<file path="config.mk">
export PLATFORM = sky130hd
export DESIGN_NAME = fft_frame_arbiter
export DESIGN_NICKNAME = d
export VERILOG_FILES = /design/src/rtl/fft_sched_pkg.sv /design/src/rtl/frame_tag_fifo.sv /design/src/rtl/fft_frame_arbiter.sv
export SDC_FILE = /design/constraint.sdc
export NUM_CORES = 1
export LEC_CHECK = 0
export CAP_MARGIN = 25
export CORE_ASPECT_RATIO = 1.4
export CORE_UTILIZATION = 44
export CTS_BUF_LIST = sky130_fd_sc_hd__clkbuf_8
export DETAILED_ROUTE_END_ITERATION = 7
export GPL_ROUTABILITY_DRIVEN = 0
export PLACE_DENSITY_LB_ADDON = 0.2
export SETUP_SLACK_MARGIN = 0.1
export SYNTH_ARGS = -nofsm -noshare
export SYNTH_HDL_FRONTEND = slang
export SYNTH_SLANG_ARGS = --single-unit
</file>
<file path="constraint.sdc">
create_clock -name CLK_I -period 5.3 [get_ports CLK_I]
set_input_delay 0.795 -clock CLK_I [delete_from_list [all_inputs] [get_ports CLK_I]]
set_output_delay 0.795 -clock CLK_I [all_outputs]
set_load 0.02 [all_outputs]
</file>
<file path="src/rtl/fft_sched_pkg.sv">
// fft_sched_pkg: shared FFT scheduling types and defaults.
package fft_sched_pkg;

    typedef enum logic {IDLE, BUSY} state_t;

    localparam logic SRC_PRE  = 1'b0;
    localparam logic SRC_DATA = 1'b1;

    localparam int NFFT_DEF  = 256;
    localparam int CNT_W_DEF = 8;

endpackage

</file>
<file path="src/rtl/frame_tag_fifo.sv">
// frame_tag_fifo: 1-bit source-tag FIFO, one entry per granted frame.
module frame_tag_fifo #(
    parameter int DEPTH = 4
) (
    input  logic CLK_I,
    input  logic RST_I,
    input  logic push,
    input  logic pop,
    input  logic din,
    output logic dout,
    output logic full,
    output logic empty
);
    localparam int AW = $clog2(DEPTH);

    logic [DEPTH-1:0] mem;
    logic [AW-1:0]    wr_ptr, rd_ptr;
    logic [AW:0]      cnt;
    logic             do_push, do_pop;

    assign full    = cnt == (AW+1)'(DEPTH);
    assign empty   = cnt == '0;
    assign do_push = push & ~full;
    assign do_pop  = pop & ~empty;
    assign dout    = mem[rd_ptr];

    always_ff @(posedge CLK_I or posedge RST_I) begin
        if (RST_I) begin
            mem    <= '0;
            wr_ptr <= '0;
            rd_ptr <= '0;
            cnt    <= '0;
        end else begin
            if (do_push) begin
                mem[wr_ptr] <= din;
                wr_ptr      <= wr_ptr + AW'(1);
            end
            if (do_pop)
                rd_ptr <= rd_ptr + AW'(1);
            cnt <= cnt + (AW+1)'(do_push) - (AW+1)'(do_pop);
        end
    end

endmodule

</file>
<file path="src/rtl/fft_frame_arbiter.sv">
// fft_frame_arbiter: round-robin, frame-granular sharing of the FFT input
// between two sample producers, tagging each output frame with its source.
module fft_frame_arbiter
    import fft_sched_pkg::*;
#(
    parameter int NFFT      = NFFT_DEF,
    parameter int CNT_W     = CNT_W_DEF,
    parameter int TAG_DEPTH = 4
) (
    input  logic        CLK_I,
    input  logic        RST_I,
    input  logic [31:0] R0_DAT_I,
    input  logic        R0_CYC_I,
    input  logic        R0_STB_I,
    input  logic        R0_WE_I,
    output logic        R0_ACK_O,
    input  logic [31:0] R1_DAT_I,
    input  logic        R1_CYC_I,
    input  logic        R1_STB_I,
    input  logic        R1_WE_I,
    output logic        R1_ACK_O,
    output logic [31:0] M_DAT_O,
    output logic        M_CYC_O,
    output logic        M_STB_O,
    output logic        M_WE_O,
    input  logic        M_ACK_I,
    input  logic        FO_STB_I,
    input  logic        FO_ACK_I,
    output logic [1:0]  GNT_O,
    output logic        TAG_O,
    output logic        TAG_VAL_O,
    output logic        ERR_O
);
    state_t           state, state_nxt;
    logic             own, last, sel, grant;
    logic             req0, req1, own_req;
    logic             in_acc, out_acc, pop;
    logic             tag_full, tag_empty, err;
    logic [CNT_W-1:0] in_cnt, out_cnt;

    assign req0    = R0_CYC_I & R0_STB_I & R0_WE_I;
    assign req1    = R1_CYC_I & R1_STB_I & R1_WE_I;
    assign sel     = (req0 & req1) ? ~last : req1;
    assign own_req = own ? req1 : req0;
    assign in_acc  = (state == BUSY) & own_req & M_ACK_I;
    assign out_acc = FO_STB_I & FO_ACK_I;
    assign pop     = out_acc & (out_cnt == CNT_W'(NFFT-1));
    assign ERR_O   = err;

    always_ff @(posedge CLK_I or posedge RST_I) begin
        if (RST_I)
            state <= IDLE;
        else
            state <= state_nxt;
    end

    always_comb begin
        state_nxt = state;
        grant     = 1'b0;
        M_CYC_O   = 1'b0;
        M_STB_O   = 1'b0;
        M_WE_O    = 1'b0;
        M_DAT_O   = '0;
        R0_ACK_O  = 1'b0;
        R1_ACK_O  = 1'b0;
        GNT_O     = 2'b00;
        if (state == IDLE) begin
            grant = (req0 | req1) & ~tag_full;
            if (grant)
                state_nxt = BUSY;
        end else begin
            M_CYC_O  = 1'b1;
            M_STB_O  = own_req;
            M_WE_O   = own ? R1_WE_I : R0_WE_I;
            M_DAT_O  = own ? R1_DAT_I : R0_DAT_I;
            R0_ACK_O = ~own & M_ACK_I;
            R1_ACK_O = own & M_ACK_I;
            GNT_O    = (own == SRC_DATA) ? 2'b10 : 2'b01;
            if (in_acc && in_cnt == CNT_W'(NFFT-1))
                state_nxt = IDLE;
        end
    end

    // Input counter freezes while the owner stalls, so a frame is never split.
    always_ff @(posedge CLK_I or posedge RST_I) begin
        if (RST_I) begin
            own     <= SRC_PRE;
            last    <= SRC_DATA;
            in_cnt  <= '0;
            out_cnt <= '0;
            err     <= 1'b0;
        end else begin
            if (grant) begin
                own    <= sel;
                last   <= sel;
                in_cnt <= '0;
            end else if (in_acc) begin
                in_cnt <= in_cnt + CNT_W'(1);
            end
            if (out_acc)
                out_cnt <= out_cnt + CNT_W'(1);
            if (pop & tag_empty)
                err <= 1'b1;
        end
    end

    frame_tag_fifo #(
        .DEPTH (TAG_DEPTH)
    ) u_tags (
        .CLK_I (CLK_I),
        .RST_I (RST_I),
        .push  (grant),
        .pop   (pop),
        .din   (sel),
        .dout  (TAG_O),
        .full  (tag_full),
        .empty (tag_empty)
    );

    assign TAG_VAL_O = ~tag_empty;

endmodule

</file>
# Word-level counts from Yosys, hierarchy flattened
# Index checks and enable logic that the tools add are counted.
# Widths: inputs -> output; s select.
dict set report word_totals {
  elab_cells 69
  out_inout_bits 42
  ff_bits 31
  input_bits 75
}
dict set report classes {
  n_mux 23
  n_reduce_logical 4
  n_eq_ne 3
  add_sub_neg 6
  n_bitwise 20
  n_lt_le_gt_ge 3
}
# operator count
set op_table {}
lappend op_table {{$mux 32} 2}
lappend op_table {{$add 8x1->8 const B} 2}
lappend op_table {{$eq 8x8->1 const B} 2}
lappend op_table {{$mux 8} 2}
lappend op_table {{$and 1x1->1} 15}
lappend op_table {{$mux 1} 14}
lappend op_table {{$lt 2x3->1 const B} 2}
lappend op_table {{$add 2x1->2 const B} 2}
lappend op_table {{$bwmux 4} 1}
lappend op_table {{$mux 2} 2}
lappend op_table {{$not 1->1} 4}
lappend op_table {{$add 3x1->3} 1}
lappend op_table {{$eq 3x3->1 const B} 1}
lappend op_table {{$logic_not 3->1} 1}
lappend op_table {{$sub 3x1->3} 1}
lappend op_table {{$bmux 1 s2} 1}
lappend op_table {{$demux 1 s2} 1}
lappend op_table {{$ge 2x1->1 const B} 1}
lappend op_table {{$logic_and 1x1->1} 2}
lappend op_table {{$reduce_bool 2->1} 1}
lappend op_table {{$or 1x1->1} 1}

# Depth between registers and ports, before layout
dict set report logic_depth {
  ltp_word 8
  mapped_depth 9
  ltp_nobuf 9
}

# Hierarchy
# Synthesis repeated with hierarchy kept, for this count alone.
dict set report hier_totals {
  cells_unflattened 217
  hier_area_um2 2108.3
}
# module seq_area_each_um2 cells_each area_each_um2 n_inst
set by_module_without_submodules {}
lappend by_module_without_submodules {fft_frame_arbiter 501.7 170 1511.4 1}
lappend by_module_without_submodules {frame_tag_fifo 275.3 47 596.8 1}

# Least setup slack after synthesis
# Ideal clock, no wire load.
dict set report synth_path {
  path_kind {input to register}
  startpoint {input port FO_STB_I}
  endpoint {register u_tags.cnt[2]}
  setup_time_ns 0.128
  t_required_ns 5.172
  arrival_time_ns 2.324
  path_slack_ns 2.848
  n_path_buf 0
  cell_stages 8
  cell_sequence {nand4_1 -> nor4b_2 -> ha_1 -> inv_1 -> ha_1 -> fa_1 -> xor2_1 -> xnor2_1}
}
dict set report synth_via {
  elab_chain_len 4
}
# item line_no
set synth_rtl {}
lappend synth_rtl {{start: declaration} fft_frame_arbiter.sv:27} ;# input logic FO_STB_I,
lappend synth_rtl {{$and 1x1->1} fft_frame_arbiter.sv:46} ;# assign out_acc = FO_STB_I & FO_ACK_I;
lappend synth_rtl {{$and 1x1->1} fft_frame_arbiter.sv:47} ;# assign pop = out_acc & (out_cnt == CNT_W'(NFFT-1));
lappend synth_rtl {{$and 1x1->1} frame_tag_fifo.sv:24} ;# assign do_pop = pop & ~empty;
lappend synth_rtl {{named net u_tags.do_pop} frame_tag_fifo.sv:19} ;# logic do_push, do_pop;
lappend synth_rtl {{$sub 3x1->3} frame_tag_fifo.sv:40} ;# cnt <= cnt + (AW+1)'(do_push) - (AW+1)'(do_pop);
lappend synth_rtl {{end signal: assignment} frame_tag_fifo.sv:40}
lappend synth_rtl {{end: declaration} frame_tag_fifo.sv:18} ;# logic [AW:0] cnt;
# The timed path passes the listed nets, and every way through them passes these cells.
# A chain may end at the register's enable or synchronous reset.

# Worst setup path after layout
dict set report layout_path {
  startpoint {register own}
  endpoint {output port M_STB_O}
}
dict set report layout_via {
  elab_chain_len 2
}
# item line_no
set layout_rtl {}
lappend layout_rtl {{start: declaration} fft_frame_arbiter.sv:35} ;# logic own, last, sel, grant;
lappend layout_rtl {{start signal: assignment} fft_frame_arbiter.sv:94} ;# own <= sel;
lappend layout_rtl {{$mux 1} fft_frame_arbiter.sv:44} ;# assign own_req = own ? req1 : req0;
lappend layout_rtl {{$mux 1} fft_frame_arbiter.sv:67} ;# if (state == IDLE) begin
lappend layout_rtl {{end: declaration} fft_frame_arbiter.sv:24} ;# output logic M_STB_O,
# Every way passes these cells.

==> metrics.yaml <==
route:
  route.detailed.drc: 0
  vias_per_cell: 4.96
  drt_iter0_drc: 48
  wl_um: 5730
  postRouteAntennaNets: 0
  wl_per_cell_um: 14.6
  vias: 1948
  drtPass1Iterations: 4
timing:
  slew-limit-headroom: 0.303
  finClkSkew_ps: 2.63
  tightest_slew_ps: 1050
  finalSetupViolCount: 0
  fin_setup_tns_ps: 0
  period_share: 0.645
  final.min_clock_period_ps: 3420
  drv_slew: 0
  rsz0062_at_grt: "no"
  max_freq_mhz: 292
  finalHoldViolCount: 0
grt:
  grtUsageMet3: 0.0709
  grt_pass1_vias: 1781
  grt_max_degree: 43
  antenna_found_initial: 0
  grtUsageMet1: 0.242
  grt.busiest_layer: "met2"
  met2_usage: 0.354
  track_usage: 0.214
  grt_remaining_overflow: 0
  grt_pass1_wl_um: 8400
worst_setup_path:
  r2r-start: "out_cnt[0]"
  cp-end-kind: "output port"
  startpoint: "own"
  r2r_slack_ps: 2880
  start_kind: "register"
  crit_type: "register to output port"
  arrival_ps: 2630
  crit_path_end: "M_STB_O"
  cp_max_fo: 40
  r2r-end: "u_tags.cnt[2]"
  required_ps: 4510
  reg2reg_depth: 9
yosys:
  syn-mean-instance-area_um2: 10.3
  syn_area_mm2: 0.00221
  syn_inst: 214
  synthArstFlopShare: 1.00
  synth_edf_count: 0
  ys_ff_latch: 31
  ys.flop_type: "dfrtp_1"
  yosys_warnings: 0
  seq_area_frac_synth: 0.351
  syn-num-nets: 298
  synth_cell_type_count: 38
cells_and_area:
  fin_cells: 393
  insertedDiodeCount: 0
  finalNetCount: 413
  drive_gt1_frac: 0.0729
  regArea_um2: 778
  area_delta_synth_final_pct: 59.4
  multiInputGateArea_mm2: 0.00135
  num-fill-cells: 386
die:
  coreArea_mm2: 0.00484
  start_util: 0.457
  die_h_um: 85.9
  die_area_mm2: 0.00532
  die_w_um: 61.9
  rows: 30
  ios: 117
power:
  power_leakage_nw: 1.43
  p_per_area_mw_per_mm2: 447
  ir_worst_vdd_uv: 261
run:
  drv_cap: 0
cts:
  cts_setup_buffers: 0
  clkSinkCount: 31
  root_buffer: "clkbuf_8"
  clk_pin_slew_ps: 60
  ctsHoldBuffers: 0
  cts_tree: "done"
  cts.htree.levels: 2
  cts_buffers: 5
  insertion_delay_ps: 280
  clk_path_buf_depth: 2
  cts_resized: 0
placement:
  dpl.cell_count: 386
  portBuffers: 116
  hpwl_um: 4490
min_path:
  hold_path_class: "register to register"
outcome:
  status: "finished clean"
## power by group
group	switching [W]	internal, W
sequential	0.000139	0.000314
combinational	0.000414	0.000493
clock	0.0000810	0.000136
## logic make-up (layout without fill, tap and decap cells)
family / after synthesis / in the layout / synth area share
and+or+nand+nor: 80 / 80 / 0.213
adders and majority gates: 9 / 9 / 0.0543
buffers and inverters: 21 / 136 / 0.0390
muxes: 37 / 37 / 0.174
xor gates and xnor gates: 18 / 18 / 0.0713
DFF: 31 / 31 / 0.351
AOI/OAI and AO/OA: 18 / 18 / 0.0973
## state kept, by name (all words and copies together) (netlist names)
register,cells
u_tags.wr_ptr,2
state,1
own,1
u_tags.mem,4
out_cnt,8
last,1
u_tags.cnt,3
u_tags.rd_ptr,2
in_cnt,8
ERR_O,1
## final cells by class
class	instances	area share
Sequential cell	31	0.221
Tap cell	64	0.0227
Timing Repair Buffer	118	0.333
Inverter	11	0.0117
Clock buffer	5	0.0195
Multi-Input combinational cell	162	0.382
Clock inverter	2	0.00958
## routing by layer
metal	share of wire	vias up
li1	-	964
met1	0.38	892
met2	0.49	80
met3	0.11	12
met4	0.027	0
met5	0	-
## Yosys cell counts, types with 4 or more instances
cell type | n | share of area
xor2_1 | 6 | 0.024
xnor2_1 | 12 | 0.048
nand2_1 | 10 | 0.017
mux2i_1 | 35 | 0.16
inv_1 | 10 | 0.017
ha_1 | 8 | 0.045
clkbuf_1 | 5 | 0.0085
dfrtp_1 | 30 | 0.34
nor2_1 | 13 | 0.022
nand4_1 | 5 | 0.014
nor2b_1 | 34 | 0.096
nand3_1 | 7 | 0.016
a22o_1 | 4 | 0.016
## critical path, cell delays in order (launching register included)
cell	delay (ps)
dfrtp_2	1060
nand4_2	390
a21boi_0	260
clkdlybuf4s50_1	640
## how the worst min path moves through the flow
stage,from,end,slack (ps),cells past startpoint
after detailed placement,state,state,470,1
after floorplan,out_cnt[6],out_cnt[6],440,1
after CTS,ERR_O,ERR_O,480,1
after global routing,out_cnt[6],out_cnt[6],510,1
after global placement,ERR_O,ERR_O,460,1
final,ERR_O,ERR_O,480,1
## through the flow
stage	utilization	area (um2)	hold slack (ps)	worst slack [ps]	power (W)
2_1_floorplan	-	2210	442	2850	0.000970
3_5_place_dp	0.707	3420	468	2020	0.00137
4_1_cts	0.728	3530	483	1850	0.00159
6_report	0.728	3530	479	1880	0.00158
5_1_grt	0.728	3530	506	1710	0.00168
3_3_place_gp	0.707	3420	458	2060	0.00135
## cell usage in the layout, fill, tap and decap left out, types with 3 or more instances in the layout
cell type | synthesis | routed
clkdlybuf4s50_1 | 0 | 116
mux2i_1 | 35 | 35
nor2b_1 | 34 | 34
dfrtp_1 | 30 | 29
nor2_1 | 13 | 13
xnor2_1 | 12 | 12
inv_1 | 10 | 11
nand2_1 | 10 | 10
ha_1 | 8 | 8
nand3_1 | 7 | 7
xor2_1 | 6 | 6
nand4_1 | 5 | 5
clkbuf_8 | 0 | 5
a22o_1 | 4 | 4
a211oi_1 | 3 | 3
a2111oi_4 | 3 | 3
a21o_1 | 3 | 3
Power figures use the tool's default switching activity.
